<file path="src/rtl/rnn_output_collector.sv">
// Samples the recurrent core's Y0/Y1 once per step and groups the 4 steps of a sequence into a frame.
// Whole frames are buffered in a word FIFO and leave as a 4-beat valid/ready stream.
module rnn_output_collector #(
    parameter int W            = 18,
    parameter int DEPTH_FRAMES = 4,
    parameter int CNT_W        = 16
) (
    input  logic             clk,
    input  logic             reset,
    input  logic [W-1:0]     y0_in,
    input  logic [W-1:0]     y1_in,
    input  logic             capture_en,
    output logic             out_valid,
    input  logic             out_ready,
    output logic [W-1:0]     out_y0,
    output logic [W-1:0]     out_y1,
    output logic [1:0]       out_step,
    output logic             out_last,
    output logic [CNT_W-1:0] frame_cnt,
    output logic [CNT_W-1:0] drop_cnt,
    output logic             overflow
);
    localparam int WORDS = 4 * DEPTH_FRAMES;
    localparam int AW    = $clog2(WORDS);
    localparam logic [AW:0] WORDS_C = (AW + 1)'(WORDS);
    localparam logic [AW:0] FRAME_C = (AW + 1)'(4);
    localparam logic [1:0]  PH_COMMIT = 2'd0;
    localparam logic [1:0]  PH_START  = 2'd1;

    logic [2*W-1:0]   mem [WORDS];

    logic [1:0]       ph_q, ph_d;
    logic             primed_q, primed_d;
    logic             acc_q, acc_d;
    logic [AW-1:0]    wptr_q, wptr_d;
    logic [AW-1:0]    rptr_q, rptr_d;
    logic [AW:0]      used_q, used_d;
    logic [AW:0]      cnt_q, cnt_d;
    logic             out_valid_q, out_valid_d;
    logic [2*W-1:0]   out_data_q;
    logic [CNT_W-1:0] frame_cnt_q, frame_cnt_d;
    logic [CNT_W-1:0] drop_cnt_q, drop_cnt_d;
    logic             overflow_q, overflow_d;

    logic             pop, accept, commit, wr_en;
    logic [AW:0]      pop_ext;
    logic [AW:0]      free_words;

    always_comb begin
        ph_d        = ph_q + 2'd1;
        primed_d    = primed_q;
        acc_d       = acc_q;
        frame_cnt_d = frame_cnt_q;
        drop_cnt_d  = drop_cnt_q;
        overflow_d  = overflow_q;
        accept      = 1'b0;
        commit      = 1'b0;
        wr_en       = 1'b0;
        pop         = out_valid_q & out_ready;
        pop_ext     = {{AW{1'b0}}, pop};
        // used_q already holds any in-flight reservation; the same-edge pop counts as free.
        free_words  = WORDS_C - used_q + pop_ext;

        case (ph_q)
            PH_START: begin
                primed_d = 1'b1;
                accept   = capture_en && (free_words >= FRAME_C);
                acc_d    = accept;
                wr_en    = accept;
                if (capture_en && !accept) begin
                    overflow_d = 1'b1;
                    if (drop_cnt_q != '1) begin
                        drop_cnt_d = drop_cnt_q + CNT_W'(1);
                    end
                end
            end
            PH_COMMIT: begin
                commit = primed_q & acc_q;
                wr_en  = commit;
                acc_d  = 1'b0;
                if (commit) begin
                    frame_cnt_d = frame_cnt_q + CNT_W'(1);
                end
            end
            default: wr_en = acc_q;
        endcase

        wptr_d      = wptr_q + {{(AW - 1){1'b0}}, wr_en};
        rptr_d      = rptr_q + {{(AW - 1){1'b0}}, pop};
        used_d      = used_q + (accept ? FRAME_C : '0) - pop_ext;
        cnt_d       = cnt_q + (commit ? FRAME_C : '0) - pop_ext;
        // A frame committed on this edge becomes visible one edge later.
        out_valid_d = (cnt_q != pop_ext);
    end

    always_ff @(posedge clk) begin
        if (!reset) begin
            ph_q        <= '0;
            primed_q    <= 1'b0;
            acc_q       <= 1'b0;
            wptr_q      <= '0;
            rptr_q      <= '0;
            used_q      <= '0;
            cnt_q       <= '0;
            out_valid_q <= 1'b0;
            frame_cnt_q <= '0;
            drop_cnt_q  <= '0;
            overflow_q  <= 1'b0;
        end else begin
            ph_q        <= ph_d;
            primed_q    <= primed_d;
            acc_q       <= acc_d;
            wptr_q      <= wptr_d;
            rptr_q      <= rptr_d;
            used_q      <= used_d;
            cnt_q       <= cnt_d;
            out_valid_q <= out_valid_d;
            frame_cnt_q <= frame_cnt_d;
            drop_cnt_q  <= drop_cnt_d;
            overflow_q  <= overflow_d;
        end
    end

    always_ff @(posedge clk) begin
        if (wr_en && reset) begin
            mem[wptr_q] <= {y0_in, y1_in};
        end
    end

    // Registered head read; holds while stalled or empty so out_* stay stable.
    always_ff @(posedge clk) begin
        if (!reset) begin
            out_data_q <= '0;
        end else if (out_valid_d) begin
            out_data_q <= mem[rptr_d];
        end
    end

    assign out_valid = out_valid_q;
    assign out_y0    = out_data_q[2*W-1:W];
    assign out_y1    = out_data_q[W-1:0];
    assign out_step  = rptr_q[1:0];
    assign out_last  = &rptr_q[1:0];
    assign frame_cnt = frame_cnt_q;
    assign drop_cnt  = drop_cnt_q;
    assign overflow  = overflow_q;

endmodule

</file>
<file path="config.mk">
export PLATFORM = sky130hd
export DESIGN_NAME = rnn_output_collector
export DESIGN_NICKNAME = d
export VERILOG_FILES = /design/src/rtl/rnn_output_collector.sv
export SDC_FILE = /design/constraint.sdc
export NUM_CORES = 1
export LEC_CHECK = 0
export CORE_AREA = 3 3 276 278
export CTS_BUF_LIST = sky130_fd_sc_hd__clkbuf_8
export DETAILED_ROUTE_END_ITERATION = 16
export DIE_AREA = 0 0 279 281
export GPL_TIMING_DRIVEN = 0
export PLACE_DENSITY = 0.53
export RECOVER_POWER = 100
export SLEW_MARGIN = 20
export SYNTH_ARGS = -nofsm -noshare
export SYNTH_HDL_FRONTEND = slang
export SYNTH_SLANG_ARGS = --single-unit
</file>
<file path="constraint.sdc">
create_clock -name clk -period 10.3 [get_ports clk]
set_input_delay 2.575 -clock clk [delete_from_list [all_inputs] [get_ports clk]]
set_output_delay 2.575 -clock clk [all_outputs]
set_load 0.01 [all_outputs]
</file>
# Word level (Yosys, flattened, before mapping)
# Memory sizes are Yosys's and may differ from the RTL's. A register that Yosys moved wholly into a read port is not among the register bits.
# Cells that the tools add are included.
[word_totals] register_bits=56 ram_bits=576 n_memories=1
[classes] addsub=11 order_cmp=1 eq_ne=3 muxes=8 bitwise=2 reduce_logical=11
[memory_table] memory="mem" words=16 word_bits=36 rd=1 rd_clocked_by_memory_dff=1 wr=1 line="30" text="logic [2*W-1:0] mem [WORDS];"
[op_table] op="16-bit by 1-bit adder with 16-bit output (second input constant)" count=2
[op_table] op="16-bit != test (second input constant)" count=1
[op_table] op="5-bit by 3-bit adder with 5-bit output" count=2
[op_table] op="5-bit by 1-bit subtractor with 5-bit output" count=2
[op_table] op="4-bit by 1-bit adder with 4-bit output" count=2
[op_table] op="3-bit 2-to-1 mux" count=2
[op_table] op="2-bit AND reduction" count=3
[op_table] op="5-bit by 1-bit adder with 5-bit output" count=1
[op_table] op="5-bit by 3-bit greater-or-equal comparator with 1-bit output (second input constant)" count=1
[op_table] op="5-bit by 1-bit != test with 1-bit output" count=1
[op_table] op="5-bit subtractor (first input constant)" count=1
[op_table] op="1-bit 2-to-1 mux" count=4
[op_table] op="1-bit case mux with 2 select lines" count=2
[op_table] op="1-bit logical AND" count=3
[op_table] op="3-bit AND reduction" count=1
[op_table] op="2-bit by 1-bit adder with 2-bit output (second input constant)" count=1
[op_table] op="1-bit AND" count=2
[op_table] op="2-bit by 1-bit equality test with 1-bit output (second input constant)" count=1
[op_table] op="1-bit zero test" count=2
[op_table] op="2-bit zero test" count=1
[op_table] op="2-bit nonzero test" count=1

# Depth between registers and ports, before layout
[logic_depth] depth_word=8 depth_mapped=15

# Worst setup path before layout
# Ideal clock, no wire load.
[synth_path] path_kind="in2reg" from="input out_ready" to="memory mem[15][0] (netlist bit), enable pin" arrival_time_ps=7651 t_required_ps=9767 slack_ps=2116 cell_stages=10 cell_sequence="nand2_1 ha_1 inv_1 ha_1 nand2b_1 o21ai_2 a32o_1 a2bb2oi_2 clkbuf_1 nor4b_1"
[synth_via] elab_chain_len=8
[synth_rtl] element="from (decl)" line="14" text="input logic out_ready,"
[synth_rtl] element="1-bit AND" line="59" text="pop = out_valid_q & out_ready;"
[synth_rtl] element="5-bit by 1-bit adder with 5-bit output" line="62" text="free_words = WORDS_C - used_q + pop_ext;"
[synth_rtl] element="5-bit by 3-bit greater-or-equal comparator with 1-bit output" line="67" text="accept = capture_en && (free_words >= FRAME_C);"
[synth_rtl] element="1-bit logical AND" line="67"
[synth_rtl] element="1-bit case mux with 2 select lines" line="64" text="case (ph_q)"
[synth_rtl] element="1-bit logical AND" line="125" text="if (wr_en && reset) begin"
[synth_rtl] element="1-bit 2-to-1 mux" line="125"
[synth_rtl] element="1-bit 2-to-1 mux (implied by the code)" line="126" text="mem[wptr_q] <= {y0_in, y1_in};"
[synth_rtl] element="to (decl)" line="30"
# No other way between the ends.

# Final worst setup path
[layout_path] from="input out_ready" to="memory mem[8][16] (netlist bit), enable pin"
# Same word-level chain as after synthesis.

==> reports/metrics.cfg <==
[outcome]
status=finished clean

[detailed_routing]
drt_iter0_drc=952
detail_route.drc_violations=0
route.antenna.remaining_nets=0
route.detailed.wl_per_inst_um=22.28
finalWirelength_mm=62.91
routed_via_density=4.985
first_pass_iters=5
route.vias.total=14070

[cts]
cts_resized=0
cts_tree=yes
clock_sink_count=668
clock_latency_ns=0.71
cts_buffers=107
h-tree-depth=3
clkTransAtPathRegs_ns=0.05
post_cts_setup_repair_buffer_count=0
cts-root-to-sink-buffers=3
holdBufCountCts=0
cts_root_buffer_type=sky130_fd_sc_hd__clkbuf_8

[worst_setup_path]
rr_endpoint=mem[8][16]$_DFFE_PP_
worstPathBufferInverterCount=8
cpMaxStageDelayCell=sky130_fd_sc_hd__nor4_1
cpPeakStageDelay_ns=1.00
path_cells=dlygate4sd3_1, nand2_1, ha_1, inv_1, ha_1, nand2b_1, o21ai_0, a32o_1, a2bb2oi_1, clkbuf_1, nor4_1, clkbuf_1, clkbuf_1, clkbuf_1, clkbuf_1, clkbuf_1
cp_top_family=buffers and inverters
crit_fanout=10
regToRegStartpoint=out_valid$_SDFF_PN0_
r2r_slack_ns=5.28
timing.critical_path.to_type=flop
launching_instance_or_port_of_the_critical_path=out_ready
reg2reg_depth=15
crit_path_frequent_cell=sky130_fd_sc_hd__clkbuf_1
crit_arrival_ns=7.44
start_kind=primary input
timing.critical_path.required_ns=10.64
path_class=in -> reg

[synthesis]
post_synth_fa_ha_maj_area_fraction=0.01128
synth_top_family_by_area=multiplexers
netlist_area_um2=25740
post_synth_xor_area_fraction=0.007827
ys.flop_type=sky130_fd_sc_hd__edfxtp_1
yosysWarningCount=0
mappedNetlistNets=1463
synth_sequential_area_ratio=0.7436
synth_compound_area_frac=0.03719
synth.mux.area_fraction=0.1276
gate_count_after_technology_mapping=1401
synth_edf_count=576
async_reset_ff_frac=0
yosys.area_share.simple=0.05528
yosys.cell_types.count=53
ys_seq_elements=668
synth.avg_cell_area_um2=18.37

[finish]
nets=1820
most_common_cell_after_layout_fill_and_taps_aside=sky130_fd_sc_hd__edfxtp_1
final_layout_size_suffix_gt1_frac=0.1723
final_area_um2=30700
fin_util=0.4138
flow.area_growth_from_synthesis_pct=19.29
commonest_cells_after_routing_fill_and_taps_aside=576 x sky130_fd_sc_hd__edfxtp_1, 186 x sky130_fd_sc_hd__clkbuf_1, 169 x sky130_fd_sc_hd__nand2_1, 144 x sky130_fd_sc_hd__mux4_2, 134 x sky130_fd_sc_hd__clkbuf_8

[pwr]
share_clk_of_total_power=0.339
power.density_cell_area_nw_per_um2=210.8
pwr-share-comb=0.183
power_report.internal_total_uw=4787
ir_drop_mv=0.09272
leakage_power_summed_over_all_cells_uw=0.01032
pwr-share-seq=0.478
total_switching_power_uw=1685
switching_share=0.2603

[floorplan]
core.rowCount=100
core-area_um2=74200
floorplan.initialDensity=0.3469
die-height_um=281
total_die_area_um2=78400
io_pins=113
die_width_um=279

[global_routing]
globalRouteOverflowTotal=0
grt_antenna_before_repair=4
grt_start_max_net_pins=17
grt_pass1_vias=14730
grt_pass1_wl_mm=94.47
grt_use_total=0.1622

[min_path]
hold_path_class=reg -> reg
hold_start=ph_q[0]$_SDFF_PN0_
min_to=ph_q[0]$_SDFF_PN0_
timing.hold.worst_path_depth=1

[timing]
timing.clock.skew_ns=0.04420
worst_slew_pin_slew_ns=1.345
timing_hold_violations_final=0
max_freq_mhz=141.0
rsz_0062_raised_after_global_routing=false
finalCriticalPeriod_ns=7.094
worst_slew_margin_rel=0.09052
report.final.slew_viol_count=0
setup-violations-final=0
period_share=0.6888

[job]
maxCapViolCount=0

[placed_design]
finalWeightedCongestion=0.7616
placement.io_buffers=112
dpl-instance-area_um2=28990
detailedPlacementHpwl_mm=43.21

-- kinds of logic after synthesis --
| kind of cell | count (synthesis) |
|---|---|
| DFF | 668 |
| and+or+nand+nor | 298 |
| AOI/OAI and AO/OA | 150 |
| muxes | 148 |
| buffers and inverters | 92 |
| xor gates and xnor gates | 23 |
| adders and majority gates | 22 |
-- area by class of cell --
cell class / count / area (um^2)
fillers: 6811 / 43500
repair buffers: 248 / 1639
diodes: 3 / 7.507
multi-input cells: 641 / 6157
inverters: 22 / 82.58
clock buffers: 134 / 1844
flip-flops and latches: 668 / 19140
plain buffers: 70 / 330.3
clock inverters: 68 / 287.8
well taps: 969 / 1212
-- state kept, by name, summed over array words and instances, names as in the netlist --
name,flops
mem,576
out_data_q,36
drop_cnt,16
frame_cnt,16
cnt_q,5
used_q,5
rptr_q,4
wptr_q,4
ph_q,2
acc_q,1
out_valid,1
overflow,1
primed_q,1
-- routing by layer --
metal	part of all wire	vias to the layer above	GRT usage
li1	-	6316	-
met5	0	-	0
met2	0.49	374	0.2722
met4	0.020	0	0.04768
met1	0.43	7286	0.2147
met3	0.056	98	0.03306
-- worst max-delay path by stage --
stage | slack (ns) | cells after the start | to
2_1_floorplan | 2.12 | 10 | mem[15][0]$_DFFE_PP_
3_3_place_gp | -4.00 | 10 | mem[10][16]$_DFFE_PP_
3_5_place_dp | 3.54 | 16 | mem[8][16]$_DFFE_PP_
4_1_cts | 4.27 | 16 | mem[8][16]$_DFFE_PP_
5_1_grt | 2.87 | 16 | mem[8][16]$_DFFE_PP_
6_report | 3.21 | 16 | mem[8][16]$_DFFE_PP_
-- synthesized netlist by cell type, types with 13 or more instances --
| library cell | n | area share |
|---|---|---|
| sky130_fd_sc_hd__edfxtp_1 | 576 | 0.67 |
| sky130_fd_sc_hd__nand2_1 | 169 | 0.025 |
| sky130_fd_sc_hd__mux4_2 | 144 | 0.13 |
| sky130_fd_sc_hd__dfxtp_1 | 92 | 0.072 |
| sky130_fd_sc_hd__a21oi_1 | 87 | 0.017 |
| sky130_fd_sc_hd__clkbuf_1 | 42 | 0.0061 |
| sky130_fd_sc_hd__a211o_1 | 37 | 0.013 |
| sky130_fd_sc_hd__nor2_1 | 30 | 0.0044 |
| sky130_fd_sc_hd__inv_1 | 22 | 0.0032 |
| sky130_fd_sc_hd__ha_1 | 20 | 0.0097 |
| sky130_fd_sc_hd__nor4_1 | 13 | 0.0032 |
| sky130_fd_sc_hd__xnor2_1 | 13 | 0.0044 |
-- per-stage QoR --
step	total power [uW]	hold slack [ns]	cells	setup WS, ns	TNS (ns)
after CTS	6620	0.4488	2820	4.267	0
after global routing	6794	0.4703	2821	2.874	0
after floorplan	3945	0.4173	1401	2.116	0
final	6471	0.4438	2823	3.206	0
after global placement	4385	0.4298	2482	-4.000	-1686.88
after detailed placement	4404	0.4355	2618	3.537	0
-- power groups by stage --
stage | Clock (uW) | Combinational, uW | Sequential, uW
finish | 2200 | 1180 | 3090
detailed placement | 0 | 1250 | 3150
floorplan | 0 | 788 | 3160
global placement | 0 | 1230 | 3150
CTS | 2270 | 1260 | 3100
global route | 2390 | 1300 | 3100
(Power assumes the default switching activity.)
